==> src/rtl/shift_unit_seq.sv <==
// Multi-cycle logical/arithmetic shifter, up to STEP bits per clock, valid/ready on both sides.
// Optional rotate-left on func 11 when SHIFT_UNIT_ROTATE_EN is defined; otherwise func 11 is flagged illegal.
module shift_unit_seq #(
    parameter int WIDTH   = 16,
    parameter int SHAMT_W = 5,
    parameter int STEP    = 1
) (
    input  logic               clk,
    input  logic               rst,
    input  logic [WIDTH-1:0]   a,
    input  logic [WIDTH-1:0]   b,
    input  logic               src_sel,
    input  logic [1:0]         func,
    input  logic [SHAMT_W-1:0] shamt,
    input  logic               in_valid,
    output logic               in_ready,
    output logic [WIDTH-1:0]   out_data,
    output logic               out_carry,
    output logic               out_err,
    output logic               out_valid,
    input  logic               out_ready,
    output logic               shift_busy
);

    localparam int RW = $clog2(WIDTH + 1);

    typedef enum logic [1:0] {
        IDLE  = 2'd0,
        SHIFT = 2'd1,
        DONE  = 2'd2
    } state_t;

    state_t           state, state_nx;
    logic [WIDTH-1:0] data_r, data_nx;
    logic             carry_r, carry_nx;
    logic             err_r, err_nx;
    logic             over_r, over_nx;
    logic [1:0]       func_r, func_nx;
    logic [RW-1:0]    rem_r, rem_nx;

    logic [RW-1:0]      k;
    logic [RW-1:0]      amt;
    logic [WIDTH-1:0]   sh_data;
    logic               sh_carry;
    logic               fill;
    logic [2*WIDTH:0]   r_w;
    logic [2*WIDTH:0]   l_w;
    logic [2*WIDTH-1:0] o_w;

    // One step of up to STEP bits; the extra guard bit of each wide vector captures the carry.
    always_comb begin
        k        = (rem_r > RW'(STEP)) ? RW'(STEP) : rem_r;
        fill     = (func_r == 2'b10) & data_r[WIDTH-1];
        r_w      = {{WIDTH{fill}}, data_r, 1'b0} >> k;
        l_w      = {1'b0, data_r, {WIDTH{1'b0}}} << k;
        o_w      = {data_r, data_r} << k;
        sh_data  = r_w[WIDTH:1];
        sh_carry = r_w[0];
        case (func_r)
            2'b01: begin
                sh_data  = l_w[2*WIDTH-1:WIDTH];
                sh_carry = l_w[2*WIDTH];
            end
            2'b11: begin
                sh_data  = o_w[2*WIDTH-1:WIDTH];
                sh_carry = 1'b0;
            end
            default: ;
        endcase
    end

    always_comb begin
        state_nx = state;
        data_nx  = data_r;
        carry_nx = carry_r;
        err_nx   = err_r;
        over_nx  = over_r;
        func_nx  = func_r;
        rem_nx   = rem_r;
        amt      = '0;
        case (state)
            IDLE: begin
                if (in_valid) begin
                    data_nx  = src_sel ? b : a;
                    carry_nx = 1'b0;
                    err_nx   = 1'b0;
                    func_nx  = func;
                    over_nx  = 32'(shamt) > WIDTH;
                    if (func == 2'b11) begin
`ifdef SHIFT_UNIT_ROTATE_EN
                        amt = RW'(32'(shamt) % WIDTH);
`else
                        err_nx = 1'b1;
`endif
                    end else if (32'(shamt) >= WIDTH) begin
                        amt = RW'(WIDTH);
                    end else begin
                        amt = RW'(shamt);
                    end
                    rem_nx   = amt;
                    state_nx = (amt == '0) ? DONE : SHIFT;
                end
            end
            SHIFT: begin
                data_nx  = sh_data;
                carry_nx = sh_carry;
                rem_nx   = rem_r - k;
                if (rem_r == k) begin
                    state_nx = DONE;
                    // Logical shifts past WIDTH have pushed out only zero fill by the end.
                    if (over_r && !func_r[1])
                        carry_nx = 1'b0;
                end
            end
            DONE: begin
                if (out_ready)
                    state_nx = IDLE;
            end
            default: state_nx = IDLE;
        endcase
    end

    always_ff @(posedge clk or negedge rst) begin
        if (!rst) begin
            state   <= IDLE;
            data_r  <= '0;
            carry_r <= 1'b0;
            err_r   <= 1'b0;
            over_r  <= 1'b0;
            func_r  <= 2'b00;
            rem_r   <= '0;
        end else begin
            state   <= state_nx;
            data_r  <= data_nx;
            carry_r <= carry_nx;
            err_r   <= err_nx;
            over_r  <= over_nx;
            func_r  <= func_nx;
            rem_r   <= rem_nx;
        end
    end

    assign in_ready   = (state == IDLE);
    assign shift_busy = (state != IDLE);
    assign out_valid  = (state == DONE);
    assign out_data   = out_valid ? data_r : '0;
    assign out_carry  = out_valid & carry_r;
    assign out_err    = out_valid & err_r;

endmodule

==> config.mk <==
export PLATFORM = sky130hd
export DESIGN_NAME = shift_unit_seq
export DESIGN_NICKNAME = d
export VERILOG_FILES = /design/src/rtl/shift_unit_seq.sv
export SDC_FILE = /design/constraint.sdc
export NUM_CORES = 1
export LEC_CHECK = 0
export CORE_MARGIN = 3
export CORE_UTILIZATION = 40
export DETAILED_ROUTE_END_ITERATION = 16
export GPL_TIMING_DRIVEN = 0
export PLACE_DENSITY = 0.72
export SLEW_MARGIN = 25
export SYNTH_ARGS = -nofsm -noshare
export SYNTH_HDL_FRONTEND = slang
export SYNTH_SLANG_ARGS = --single-unit
==> constraint.sdc <==
create_clock -name clk -period 4.9 [get_ports clk]
set_input_delay 0.735 -clock clk [delete_from_list [all_inputs] [get_ports clk]]
set_output_delay 0.735 -clock clk [all_outputs]
set_load 0.01 [all_outputs]
; ---- Word-level counts from Yosys, hierarchy flattened
; Cells that the tools add are included.
[op_classes]
n_addsub = 1
mul = 0
n_div = 0
magnitude_cmp = 3
eq_ne = 10
n_shift = 3
muxes = 23
n_bitwise = 3
n_reduce_logical = 9
[ops]
columns = op, n
row1 = $pmux 16 s2, 2
row2 = $mux 16, 3
row3 = $shl 32x5->33, 1
row4 = $shr 33x5->17, 1
row5 = $shl 32x5->32, 1
row6 = $mux 5, 6
row7 = $pmux 5 s2, 1
row8 = $eq 2x2->1 const B, 4
row9 = $mux 2, 4
row10 = $pmux 2 s3, 1
row11 = $eq 5x5->1, 1
row12 = $ge 5x5->1 const B, 1
row13 = $gt 5x1->1 const B, 1
row14 = $gt 5x5->1 const B, 1
row15 = $logic_not 5->1, 1
row16 = $sub 5x5->5, 1
row17 = $eq 2x1->1 const B, 2
row18 = $mux 1, 4
row19 = $ne 2x2->1 const B, 2
row20 = $pmux 1 s2, 2
row21 = $reduce_and 2->1, 2
row22 = $reduce_bool 2->1, 2
row23 = $and 1x1->1, 3
row24 = $reduce_and 3->1, 1
row25 = 4 further kinds, 4
[totals]
regBits = 28
latch_bits = 0
ramBits = 0
rom_bits = 0
in_bits = 44
n_memories = 0

; ---- Depth between registers and ports, before layout
[depth]
ltp_word = 9
ltp_mapped = 7
ltp_nobuf = 7

; ---- Worst setup path before layout
; Ideal clock, no wire load.
[synth_path]
kind = register to output
from = register state[0]
to = output port out_data[14]
arrival_time_ps = 1292
required_time_ps = 4165
slack_ps = 2873
stages_incl_launch_ff = 5
n_path_buf = 2
cell_sequence = dfrtp_1 -> buf_2 -> nor2b_1 -> buf_2 -> and2_1
[synth_between]
elab_chain_len = 2
[synth_lines]
columns = element, line
row1 = "start, declared", 33  ; state_t state, state_nx;
row2 = "start signal, assigned", 133  ; state <= state_nx;
row3 = $eq 2x2->1, 145  ; assign out_valid = (state == DONE);
row4 = named net out_valid, 20  ; output logic out_valid,
row5 = $mux 16, 146  ; assign out_data = out_valid ? data_r : '0;
row6 = "end, declared", 17  ; output logic [WIDTH-1:0] out_data,
; The timed path passes the listed nets, and every way through them passes these cells.

; ---- Worst setup path after layout
[layout_path]
from = register state[0]
to = output port out_data[5]
[layout_between]
elab_chain_len = 2
[layout_lines]
columns = element, line
row1 = $eq 2x2->1, 145
row2 = $mux 16, 146
; No other way between the ends.

==> run_results.csv <==
group,metric,value,unit
critical_path,cp.required,4.16,ns
synth,syn-num-nets,237,
critical_path,slowest_stage,"clkdlybuf4s50_1",
floorplanning,die_h,75.1,um
cells_and_area,area_growth,38.3,%
cells_and_area,antenna_cells,0,
global_routing,grt_pass1_vias,1633,
global_routing,grt_max_degree,29,
synth,syn-instance-count,191,
global_routing,grt-ovfl-total,0,
synth,yosysTopAreaCellShare,36.7,%
detailed_routing,vias_per_cell,5.60,
job,drv_cap,0,
detailed_routing,post_drt_wl_per_cell,16.1,um
cts,postCtsHoldBufs,0,
synth,synth.area.top_cells,"dfrtp_1 (37%), mux2i_1 (15%), o22a_1 (6.4%)",
cells_and_area,final-instance-count-excl-fill,309,
floorplanning,coreArea,4470,um^2
cts,cts_tree,"built",
synth,ys_ff_latch,28,
critical_path,crit_type,"flip-flop to primary output",
timing,tightest_slew,0.634,ns
global_routing,grt_usage,18.4,%
critical_path,critPathMaxStageDelay,0.54,ns
critical_path,crit_arrival,2.40,ns
cts,root_buffer,"clkbuf_8",
synth,synth_cell_types,38,
cts,clock-sinks,28,
timing,max_slew_margin,57.8,%
timing,hold_violations,0,
critical_path,cp_common_cell,"buf_2",
timing,finalMaxSlewViolations,0,
cells_and_area,drive_above_1_share,8.17,%
cts,htree_levels,1,
place,port_buffers,63,
floorplanning,ioPinCount,65,
critical_path,crit_chain,"buf_2, nor2b_1, buf_2, and2_1, clkdlybuf4s50_1",
timing,rsz0062_at_grt,"no",
timing,worst_clock_skew,0.00566,ns
pwr,power_per_cell_area,558,nW/um^2
place,placed_area,2600,um^2
cts,postCtsSetupRepairBufs,0,
detailed_routing,wirelength,4980,um
min_path,min_path_type,"primary input to asynchronous set/reset pin",
cells_and_area,final_common_cell,"clkdlybuf4s50_1",
timing,post-route-min-period,3.14,ns
synth,seq_area_frac_synth,36.7,%
timing,max_freq,0.319,GHz
cells_and_area,fin_area,2640,um^2
critical_path,r2r_cells,6,
synth,ys_warn_count,0,
floorplanning,die_x,75.1,um
global_routing,grt_pass1_wl,8000,um
synth,netlist.top_cell.by_area,"dfrtp_1",
pwr,irDropWorstVdd,0.315,mV
synth,syn-cell-area,1910,um^2
run_status,outcome,"complete, no violations",
cells_and_area,utilization,59.0,%
critical_path,rrSetupSlack,2.64,ns
critical_path,end_kind,"primary output",
cells_and_area,nets,305,
detailed_routing,firstDrtPassIters,5,
pwr,p_leak,1.10,nW
timing,finalCritPeriodShare,64.0,%
cts,clockBufferDepth,2,
place,dp.cells,306,
floorplanning,std_cell_rows,24,
detailed_routing,ant_nets,0,
timing,fin_tns_setup,0,ns
global_routing,antenna_found_initial,0,
cts,clk_pin_slew,0.09,ns
floorplanning,dieArea,5640,um^2
cts,cts-buffers-inserted,3,
floorplanning,initial_core_util,42.7,%
detailed_routing,drtIter0Drc,102,
cts,post_cts_resized,0,
timing,setup_viol,0,
place,hpwl,3790,um
place,place.gp.congestion,0.835,
synth,syn_area_per_cell,10.0,um^2
critical_path,path_max_fanout,10,
detailed_routing,vias,1731,
cells_and_area,most-common-layout-cells,"clkdlybuf4s50_1 (62), mux2i_1 (29), dfrtp_1 (28), and2_1 (19)",
cts,clkLatencyLatePin,0.27,ns
timing,hold_ws,0.469,ns
detailed_routing,drcViolationCount,0,
critical_path,cp-start-kind,"flip-flop",
[registers in the layout, indices dropped and copies added, names as in the netlist]
| name | flops |
|---|---|
| over_r | 1 |
| carry_r | 1 |
| state | 2 |
| err_r | 1 |
| rem_r | 5 |
| func_r | 2 |
| data_r | 16 |
[final timing paths]
path                       startpoint     endpoint
max reg2reg                  rem_r[3]      carry_r
min reg2reg                     err_r        err_r
max                          state[0]  out_data[5]
max in group asynchronous         rst     rem_r[1]
min in group clk                err_r        err_r
min                               rst   data_r[11]
[cell families (layout without fill, tap and decap cells)]
kind of cell	after synthesis	count (layout)	share of synthesized area [%]
AO/OA/AOI/OAI	57	57	23.5
flip-flops	28	28	36.7
AND/OR/NAND/NOR	54	54	16.1
multiplexers	32	32	17.0
buffers and inverters	18	84	5.44
adder cells (fa/ha/maj)	2	2	1.31
[synthesized netlist by cell type (all sizes together)]
cell type / n
nand3b: 1
mux2: 3
o21a: 1
nand2b: 2
o21ai: 9
a21oi: 4
and2b: 1
or4: 2
nand3: 3
a31oi: 1
o21bai: 1
nor4: 3
a311o: 1
a2bb2oi: 1
inv: 5
clkbuf: 3
o32ai: 1
a32o: 1
o2bb2ai: 1
a22oi: 14
o22ai: 4
a32oi: 3
ha: 2
and2: 19
o22a: 14
mux2i: 29
buf: 10
o221ai: 1
dfrtp: 28
nand2: 10
nor3: 1
nor2b: 3
nor2: 8
nor4b: 1
[per-stage QoR]
stage	setup slack, ns	power, mW
floorplan	2.87	1.09
detailed placement	2.01	1.36
CTS	1.71	1.48
global placement	2.04	1.33
finish	1.76	1.48
global route	1.59	1.61
[worst max-delay path, delay by kind of cell, from the launching register on]
kind / cells / cell delay [ns]
buf+inv: 3 / 1.04
flops: 1 / 0.46
simple gates: 2 / 0.63
[area by class of cell]
cell class	instances	area, um^2
Fill cell	426	1830
Buffer	13	85.1
Inverter	5	18.8
Sequential cell	28	701
Multi-Input combinational cell	145	1100
Timing Repair Buffer	63	626
Clock buffer	3	41.3
Tap cell	52	65.1
[power by group]
part	switching, mW	internal [mW]
registers	0.122	0.345
logic	0.433	0.450
clock network	0.0700	0.0552
[per-layer routing]
metal / vias to the layer above / routed length (um) / global-route usage [%]
met3: 4 / 368 / 1.87
met2: 61 / 2290 / 29.8
li1: 855 / - / -
met5: - / 0 / 0
met1: 811 / 2280 / 26.6
met4: 0 / 37 / 4.15
Power figures use the tool's default switching activity.
